--- src/rtl/slip_frame_arbiter.sv ---
// Round-robin frame arbiter for the SLIP TX path: grants one requester per whole frame,
// appends an END after each frame and optionally emits a sync END on a quiet link.
`timescale 1ns/1ps
module slip_frame_arbiter #(
    parameter int SYMBOL_WIDTH     = 8,
    parameter int NUM_PORTS        = 2,
    parameter int IDLE_SYNC_CYCLES = 0
) (
    input  logic                              i_clk,
    input  logic                              i_rst,
    input  logic [NUM_PORTS*SYMBOL_WIDTH-1:0] i_data,
    input  logic [NUM_PORTS-1:0]              i_last,
    input  logic [NUM_PORTS-1:0]              i_valid,
    output logic [NUM_PORTS-1:0]              o_ready,
    output logic [SYMBOL_WIDTH-1:0]           o_data,
    output logic                              o_end,
    output logic                              o_valid,
    input  logic                              i_ready,
    output logic [2:0]                        o_grant,
    output logic                              o_busy
);

    localparam logic [1:0] ST_IDLE = 2'd0;
    localparam logic [1:0] ST_DATA = 2'd1;
    localparam logic [1:0] ST_TERM = 2'd2;

    localparam int CNT_W = (IDLE_SYNC_CYCLES > 0) ? $clog2(IDLE_SYNC_CYCLES + 1) : 1;
    localparam logic [CNT_W-1:0] CNT_LAST = (IDLE_SYNC_CYCLES > 0) ? CNT_W'(IDLE_SYNC_CYCLES - 1) : '0;
    localparam logic [CNT_W-1:0] CNT_MAX  = '1;

    logic [1:0]              r_state;
    logic [2:0]              r_grant;
    logic [CNT_W-1:0]        r_idle_cnt;

    logic                    w_found;
    logic [2:0]              w_pick;
    logic                    w_sel_valid;
    logic                    w_sel_last;
    logic [SYMBOL_WIDTH-1:0] w_sel_data;
    logic                    w_xfer;

    // Search starts one past the last grant, so the last winner has lowest priority.
    // NOTE: every combinational output gets a default first so no path infers a latch.
    always_comb begin
        w_found = 1'b0;
        w_pick  = r_grant;
        for (int k = 1; k <= NUM_PORTS; k++) begin
            for (int p = 0; p < NUM_PORTS; p++) begin
                if (!w_found && i_valid[p] && (p == (int'(r_grant) + k) % NUM_PORTS)) begin
                    w_found = 1'b1;
                    w_pick  = 3'(p);
                end
            end
        end
    end

    always_comb begin
        w_sel_valid = 1'b0;
        w_sel_last  = 1'b0;
        w_sel_data  = '0;
        o_ready     = '0;
        for (int p = 0; p < NUM_PORTS; p++) begin
            if (r_grant == 3'(p)) begin
                w_sel_valid = i_valid[p];
                w_sel_last  = i_last[p];
                w_sel_data  = i_data[p*SYMBOL_WIDTH +: SYMBOL_WIDTH];
                o_ready[p]  = (r_state == ST_DATA) && i_ready;
            end
        end
    end

    always_comb begin
        o_valid = 1'b0;
        o_end   = 1'b0;
        o_data  = '0;
        case (r_state)
            ST_DATA: begin
                o_valid = w_sel_valid;
                o_data  = w_sel_valid ? w_sel_data : '0;
            end
            ST_TERM: begin
                o_valid = 1'b1;
                o_end   = 1'b1;
            end
            default: ;
        endcase
    end

    assign w_xfer  = o_valid && i_ready;
    assign o_busy  = (r_state == ST_DATA) || (r_state == ST_TERM);
    assign o_grant = r_grant;

    // Reset lands in IDLE with the pointer on the last port so port 0 wins first.
    // NOTE: state registers use non-blocking assignments so all flops update together.
    always_ff @(posedge i_clk or posedge i_rst) begin
        if (i_rst) begin
            r_state    <= ST_IDLE;
            r_grant    <= 3'(NUM_PORTS - 1);
            r_idle_cnt <= '0;
        end else begin
            case (r_state)
                ST_IDLE: begin
                    if (w_found) begin
                        r_state    <= ST_DATA;
                        r_grant    <= w_pick;
                        r_idle_cnt <= '0;
                    end else if (IDLE_SYNC_CYCLES > 0) begin
                        if (r_idle_cnt == CNT_LAST) begin
                            r_state    <= ST_TERM;
                            r_idle_cnt <= '0;
                        end else if (r_idle_cnt != CNT_MAX) begin
                            r_idle_cnt <= r_idle_cnt + CNT_W'(1);
                        end
                    end
                end
                ST_DATA: begin
                    if (w_xfer && w_sel_last) r_state <= ST_TERM;
                end
                ST_TERM: begin
                    if (i_ready) r_state <= ST_IDLE;
                end
                default: r_state <= ST_IDLE;
            endcase
        end
    end

endmodule

--- config.mk ---
export PLATFORM = sky130hd
export DESIGN_NAME = slip_frame_arbiter
export DESIGN_NICKNAME = d
export VERILOG_FILES = /design/src/rtl/slip_frame_arbiter.sv
export SDC_FILE = /design/constraint.sdc
export NUM_CORES = 1
export LEC_CHECK = 0
export CELL_PAD_IN_SITES_DETAIL_PLACEMENT = 2
export CELL_PAD_IN_SITES_GLOBAL_PLACEMENT = 2
export CORE_MARGIN = 3
export CORE_UTILIZATION = 14
export CTS_BUF_LIST = sky130_fd_sc_hd__clkbuf_8 sky130_fd_sc_hd__clkbuf_16
export CTS_CLUSTER_DIAMETER = 30
export DETAILED_ROUTE_END_ITERATION = 8
export MAX_ROUTING_LAYER = met4
export PLACE_DENSITY = 0.86
export SLEW_MARGIN = 5
export SYNTH_ARGS = -nofsm -noshare
export SYNTH_HDL_FRONTEND = slang
export SYNTH_SLANG_ARGS = --single-unit
--- constraint.sdc ---
create_clock -name i_clk -period 1.6 [get_ports i_clk]
set_input_delay 0.16 -clock i_clk [delete_from_list [all_inputs] [get_ports i_clk]]
set_output_delay 0.16 -clock i_clk [all_outputs]
set_load 0.01 [all_outputs]
== Yosys cells after proc, flatten, opt, wreduce, memory -nomap -nowiden ==
Cells that the tools add are included.

* Add/sub/neg operators: 2
* Eq/ne operators: 8
* Mux-type cells: 24
* Bitwise gates (word level): 2
* Reductions and logical operators: 21

{| class="wikitable"
|+ Operator list
! cell !! number
|-
| zero test 32 bit || 2
|-
| 2-to-1 mux 8 bit || 4
|-
| 2-to-1 mux 3 bit || 4
|-
| 2-to-1 mux 1 bit || 11
|-
| logical AND 1 bit || 10
|-
| 2-to-1 mux 2 bit || 3
|-
| one-hot mux 2 bit (3 select lines) || 1
|-
| AND reduction 3 bit || 2
|-
| == test 2 bit (first input constant) || 2
|-
| != test 2 bit (second input constant) || 2
|-
| nonzero test 4 bit || 1
|-
| == test 3 x 1 -> 1 bit (second input constant) || 1
|-
| zero test 1 bit || 3
|-
| zero test 3 bit || 1
|-
| adder 1 bit (second input constant) || 2
|-
| AND 1 bit (first input constant) || 2
|-
| == test 2 x 1 -> 1 bit (second input constant) || 1
|-
| == test 2 bit (second input constant) || 1
|-
| zero test 2 bit || 1
|-
| != test 2 x 1 -> 1 bit (second input constant) || 1
|-
| one-hot mux 1 bit (2 select lines) || 1
|-
| logical OR 1 bit || 1
|}

* Flip-flop bits (word level): 5
* Output and inout bits: 16

== Longest topological paths before layout ==
* Depth after elaboration: 19
* Depth in mapped cells: 6
* Depth with buffers taken out: 6

== Worst setup path before layout ==
OpenSTA, ideal clock, no wires.

* Kind: register to register
* Start: register r_state[0]
* End: register r_state[1]
* Arrival time: 1392 ps
* Setup slack: 83 ps
* Cell stages (with the launch flop): 7
* Path buffers: 0
* Period minus slack after synthesis: 1517 ps
* Cells stage by stage: dfrtp_1 inv_1 ha_1 nand2_1 o21ai_2 nand4_2 mux2_4

* Cells in the longest elaborated chain, start to end: 6

{| class="wikitable"
|+ Ends and longest elaborated chain
! item !! line !! text
|-
| start: declaration || 31 || <nowiki>logic [1:0] r_state;</nowiki>
|-
| start signal: assignment || 97 || <nowiki>r_state <= ST_IDLE;</nowiki>
|-
| start signal: assignment || 104 || <nowiki>r_state <= ST_DATA;</nowiki>
|-
| start signal: assignment || 109 || <nowiki>r_state <= ST_TERM;</nowiki>
|-
| == test 2 bit / == test 2 x 1 -> 1 bit (equally long branches) || 76, 101 ||
|-
| one-hot mux 1 bit (2 select lines) || 76 || <nowiki>case (r_state)</nowiki>
|-
| logical AND 1 bit || 89 || <nowiki>assign w_xfer = o_valid && i_ready;</nowiki>
|-
| logical AND 1 bit || 117 || <nowiki>if (w_xfer && w_sel_last) r_state <= ST_TERM;</nowiki>
|-
| != test 2 x 1 -> 1 bit (no line) || n/a ||
|-
| AND reduction 3 bit (no line) || n/a ||
|}

Parallel ways exist; a longest one is shown, timed or not.
A chain may end at the register's enable or synchronous reset.

== Final worst setup path ==
* Start: register r_grant[0], in the netlist o_grant[0]
* End: output o_data[4]

* Cells in the longest elaborated chain, start to end: 5

{| class="wikitable"
|+ Ends and longest elaborated chain
! item !! line !! text
|-
| start: declaration || 32 || <nowiki>logic [2:0] r_grant;</nowiki>
|-
| start signal: assignment || 98 || <nowiki>r_grant <= 3'(NUM_PORTS - 1);</nowiki>
|-
| start signal: assignment || 105 || <nowiki>r_grant <= w_pick;</nowiki>
|-
| zero test 3 bit || 63 || <nowiki>if (r_grant == 3'(p)) begin</nowiki>
|-
| 2-to-1 mux 8 bit / 2-to-1 mux 1 bit (equally long branches) (2 in series) || 63 ||
|-
| 2-to-1 mux 8 bit (*) || 79 || <nowiki>o_data = w_sel_valid ? w_sel_data : '0;</nowiki>
|-
| 2-to-1 mux 8 bit (*) || 76 ||
|-
| end: declaration || 15 || <nowiki>output logic [SYMBOL_WIDTH-1:0] o_data,</nowiki>
|}

Mark *: on every way between the ends. The rest lies on a longest branch, timed or not.

==> flow_metrics.env <==
export IMPL_gp_congestion=0.7417
export IMPL_hp_class="in -> async"
export IMPL_hold_viol=0
export IMPL_fmax_ghz=0.5752
export IMPL_cts_root_buffer="clkbuf_8"
export IMPL_crit_fanout=3
export IMPL_place_ws_ns=-0.3470
export IMPL_fp_dieH_um=60.96
export IMPL_clockPowerShare=0.127
export IMPL_ys_warnings_count=0
export IMPL_yosysTopAreaCell="mux2i_1"
export IMPL_die_area_mm2=0.003716
export IMPL_start_kind="flop"
export IMPL_initialDrtViolationCount=12
export IMPL_sw_frac_of_total=0.4143
export IMPL_rows=19
export IMPL_cts_htree_levels=1
export IMPL_pwr_share_comb=0.776
export IMPL_ant_nets=0
export IMPL_cts_buffers_inserted=3
export IMPL_internal_power_w=0.0009887
export IMPL_antenna_found_initial=0
export IMPL_syn_instance_count=52
export IMPL_clockBufferDepth=2
export IMPL_synth_area_top_cells="mux2i_1 (24%), dfrtp_1 (12%), ha_1 (12%)"
export IMPL_initial_utilization=0.1495
export IMPL_peakVddDrop_mv=0.3890
export IMPL_p_leak_nw=0.4695
export IMPL_grtUsageTotal=0.1107
export IMPL_crit_path_end_kind="output pin"
export IMPL_violations="setup timing"
export IMPL_critPathArrivalTime_ns=1.58
export IMPL_nets=129
export IMPL_grt_pass1_wl_mm=2.925
export IMPL_crit_type="reg -> out"
export IMPL_drive_above_1_share=0.4653
export IMPL_final_max_slew_viol_count=0
export IMPL_ios=39
export IMPL_syn_area_um2=422.9
export IMPL_core_mm2=0.002829
export IMPL_die_x_um=60.96
export IMPL_post_route_drc_count=0
export IMPL_setup_viol=10
export IMPL_rsz0062_at_grt="true"
export IMPL_period_share=1.087
export IMPL_wirelength_mm=2.058
export IMPL_synth_seq_cells=3
export IMPL_total_power_w=0.001688
export IMPL_synth_cell_types=21
export IMPL_dr_pass1_iters=4
export IMPL_insertedDiodeCount=0
export IMPL_wl_per_cell_um=15.59
export IMPL_grt_max_degree=15
export IMPL_clock_sinks=3
export IMPL_finalNonFillerCells=132
export IMPL_grt_pass1_vias=618
export IMPL_syn_to_final_growth_pct=135.5
export IMPL_dp_hpwl_mm=1.504
export IMPL_path_clk_slew_ns=0.03
export IMPL_port_buffers=36
export IMPL_cts_tree="built"
export IMPL_synth_avg_cell_area_um2=8.133
export IMPL_p_sw_w=0.0006993
export IMPL_powerDensity_mw_per_mm2=1695
export IMPL_via_count=553
export IMPL_synth_top_area_frac=0.2367
export IMPL_status="finished, violations left"
export IMPL_tns_ns=-0.8789
export IMPL_max_cap_viol_count=0
export IMPL_share_seq_of_total_power=0.098
export IMPL_avgViaCountPerCell=4.189
export IMPL_ys_seq_area_frac=0.1805
export IMPL_period_needed_ns=1.738
export IMPL_dp_cells=125
export IMPL_clkLatencyLatePin_ns=0.22
export IMPL_worst_ep_required_time_ns=1.44
export IMPL_grt_overflow_total=0
export IMPL_setup_ws_ns=-0.1384
export IMPL_fin_skew_ns=0.003606
Yosys cell counts:
master,number
a21boi_1,1
a21oi_1,1
a2bb2oi_1,1
a31oi_1,1
and3_1,1
buf_2,2
buf_4,2
buf_6,1
conb_1,1
dfrtp_1,2
dfstp_2,1
ha_1,4
inv_1,4
mux2_4,1
mux2i_1,10
nand2_1,3
nand2b_1,2
nand3_1,2
nand4_2,1
nor2_1,10
o21ai_2,1
cell type report:
type	count	area, µm²
sequential	3	77.57
inverter	4	15.01
clock buffer	3	41.29
tap	31	38.79
timing repair buffer	49	436.7
multi-input combinational	41	382.9
clock inverter	1	3.754
fill	316	1833
cell families (layout without fill, tap and decap cells):
family                   Yosys count  count (layout)  synth area share
adder cells (fa/ha/maj)            4               4            0.1183
AND/OR/NAND/NOR                   19              19            0.2130
other                              1               2          0.008867
multiplexers                      11              11            0.2722
buffers and inverters              9              57            0.1213
flip-flops                         3               3            0.1805
AO/OA/AOI/OAI                      5               5           0.08581
power by group through the flow:
stage / Clock, W / Combinational (W) / Sequential (W)
finish: 0.000214 / 0.00131 / 0.000165
floorplan: 0 / 0.000588 / 0.000158
CTS: 0.000218 / 0.00112 / 0.000170
global placement: 0 / 0.00108 / 0.000154
detailed placement: 0 / 0.00112 / 0.000156
global route: 0.000225 / 0.00142 / 0.000167
layout by cell type (no fill, tap or decap):
cell type	instances
nand3_1	2
clkdlybuf4s50_1	23
clkbuf_8	3
ha_1	2
nor2_1	2
dfrtp_2	1
inv_1	4
mux2i_1	7
nand4_2	1
a31oi_1	1
mux2_4	1
inv_2	1
nand2_1	3
and3_1	1
o21ai_2	1
dfstp_2	1
nand2b_4	1
nor2_4	4
dlygate4sd2_1	2
buf_2	6
buf_4	10
buf_6	7
clkbuf_2	1
a21boi_1	1
a2bb2oi_1	1
conb_1	2
nand2b_1	1
nor2_2	4
mux2i_2	3
dfrtp_1	1
ha_4	2
a21oi_1	1
state kept, by name (all words and copies together) (netlist names):
name	flops
o_grant	1
r_state	2
path summary, 6_finish.rpt:
| kind | end | start | cells past startpoint | slack [ns] |
|---|---|---|---|---|
| max | o_data[4] | o_grant[0]$_DFFE_PP1P_ | 6 | -0.14 |
| min | r_state[1]$_DFFE_PP0P_ | i_rst | 2 | 0.13 |
| max reg2reg | r_state[1]$_DFFE_PP0P_ | r_state[0]$_DFFE_PP0P_ | 7 | -0.07 |
| min reg2reg | r_state[1]$_DFFE_PP0P_ | r_state[1]$_DFFE_PP0P_ | 2 | 0.67 |
| max in group asynchronous | o_grant[0]$_DFFE_PP1P_ | i_rst | 2 | 1.26 |
| min in group i_clk | o_grant[0]$_DFFE_PP1P_ | i_valid[0] | 2 | 0.63 |
layer usage:
layer / share of wire / wire length [µm] / track usage
met1: 0.37 / 768 / 0.1149
met2: 0.56 / 1154 / 0.2076
met4: 0 / 0 / 0.01858
met3: 0.066 / 136 / 0.03191
met5: 0 / 0 / -
repair_timing:
action	CTS	global route
gates resized for setup	49	24
buffers inserted	1	2
hold buffers	0	0
setup endpoints to repair	15	16
pin swaps	1	4
per-stage QoR:
stage / instance area [µm²] / hold slack (ns) / utilization
after floorplan: 426.7 / -0.08708 / -
after global placement: 864.6 / 0.3400 / 0.3056
after detailed placement: 864.6 / 0.3405 / 0.3056
after CTS: 910.9 / 0.1243 / 0.3220
after global routing: 996.0 / 0.1437 / 0.3521
final: 996.0 / 0.1250 / 0.3521
worst max-delay path, stage by stage (launching register included):
cell and delay (ns):
dfstp_2 0.54, mux2i_2 0.25, nand2b_4 0.20, buf_6 0.10, buf_6 0.10, nor2_4 0.04, buf_6 0.12
Note: power is estimated with default switching activity, not from simulation.
==> patch, RTL diff (config.mk and constraints unchanged) <==
`NUM_PORTS`: 2 -> 4.
--- a/src/rtl/slip_frame_arbiter.sv
+++ b/src/rtl/slip_frame_arbiter.sv
@@ -3,7 +3,7 @@
 `timescale 1ns/1ps
 module slip_frame_arbiter #(
     parameter int SYMBOL_WIDTH     = 8,
-    parameter int NUM_PORTS        = 2,
+    parameter int NUM_PORTS        = 4,
     parameter int IDLE_SYNC_CYCLES = 0
 ) (
     input  logic                              i_clk,
Interface: changed (resized i_data, i_last, i_valid and o_ready); port bits go from 39 to 61. The function was not compared with the original's and may differ.
==> patch against the unedited design <==
The run still ends with negative setup slack left; power grew 85%; core utilization grew 1.8 points; sequential cell count is 1 higher; area after synthesis up 69%; synthesized cell count is 40% higher; setup slack lost 260 ps; wire length increased by 110%; first-iteration DRC count rose to 3.3 times the old value; cell area rose by 79%; critical path type unchanged; highest routed layer is now met4.
==> patch: results <==
{
  "vias_per_cell": 4.480,
  "fill_cells": 539,
  "async_reset_ff_frac": 1.000,
  "ys_types": 34,
  "path_max_fanout": 4,
  "ir_drop_v": 0.0007080,
  "numCtsBuffers": 3,
  "critical_path_arrival_ps": 1840,
  "grt_pass1_wl_um": 6734,
  "drt_iter0_markers": 39,
  "dpl.cell_count": 213,
  "cpPeakStageDelay_ps": 590,
  "fin_skew_ps": 1.373,
  "pg_seq_uw": 262,
  "combPwrFrac": 0.847,
  "status": "complete, but fails checks",
  "clock_latency_ps": 220,
  "muxShareOfSynthArea": 0.3327,
  "dp_hpwl_um": 3117,
  "use_met3": 0.03248,
  "netlist_top_cells_count": "and3_1 (8), inv_1 (6), mux4_2 (5)",
  "worst-r2r-cell-count": 6,
  "synth_compound_area_frac": 0.1506,
  "grt_antenna_before_repair": 0,
  "r2r_setup_slack_ps": -380,
  "drive_gt1_frac": 0.5062,
  "grt_max_degree": 11,
  "wl_per_cell_um": 18.79,
  "p_leak_uw": 0.0007465,
  "grt_pass1_vias": 1220,
  "violations": "negative setup slack",
  "swShare": 0.3976,
  "gp_congestion": 0.8280,
  "synth_area_leaders": "mux4_2 (16%), mux4_1 (15%), dfstp_2 (7.4%)",
  "synthAdderAreaFrac": 0.05254,
  "port_buffers": 59,
  "seq_area_frac_synth": 0.1436,
  "worst_path_max_delay_cell": "dfstp_2",
  "p_seq_frac": 0.084,
  "synthFlopType": "dfstp_2",
  "avgSynthCellArea_um2": 9.787,
  "grt_util_met1": 0.1469,
  "final_net_count": 210,
  "use_met2": 0.2910,
  "finalWorstSetupSlack_ps": -397.2,
  "finalSetupViolCount": 12,
  "track_usage": 0.1501,
  "vias": 1026
}
==> patch: through the flow <==
step | setup WS [ps] | TNS (ps) | hold WS [ps] | instance area [um2]
2_1_floorplan | -227.3 | -1330 | -75.37 | 714.4
3_3_place_gp | -495.9 | -5012 | 360.7 | 1511
3_5_place_dp | -529.8 | -5725 | 381.5 | 1511
4_1_cts | -408.2 | -4126 | 149.9 | 1728
5_1_grt | -459.1 | -4817 | 181.5 | 1782
6_report | -397.2 | -4032 | 147.3 | 1782
==> patch: area by class of cell <==
cell class	instances	area share
tap	67	0.04705
sequential	4	0.05758
multi-input combinational	57	0.3785
timing repair buffer	92	0.4810
clock buffer	3	0.02317
inverter	6	0.01264
==> patch: metal layers <==
layer,part of all wire,routed length [um],vias up
li1,-,-,468
met5,0,0,-
met1,0.36,1557,499
met2,0.56,2396,48
met3,0.054,234,11
met4,0.026,114,0
==> patch: repair_timing <==
item / CTS / global route
hold buffers: 0 / 0
cloned: 1 / 0
buffers inserted: 10 / 3
pin swaps: 7 / 4
endpoints found under the setup margin: 19 / 17
gates resized for setup: 89 / 15
==> patch: how the worst max path moves through the flow <==
stage	end	slack (ps)
after floorplan	r_state[1]$_DFFE_PP0P_	-230
after global placement	o_valid	-500
after detailed placement	o_data[2]	-530
after CTS	o_data[4]	-410
after global routing	r_state[1]$_DFFE_PP0P_	-460
final	o_data[4]	-400
==> patch: cells by family (layout without fill, tap and decap cells) <==
logic type                 Yosys count  in the layout
other                                1              1
adders and majority gates            3              3
DFF                                  4              4
and+or+nand+nor                     26             26
buffers and inverters               13            101
AOI/OAI and AO/OA                   15             15
muxes                               11             12
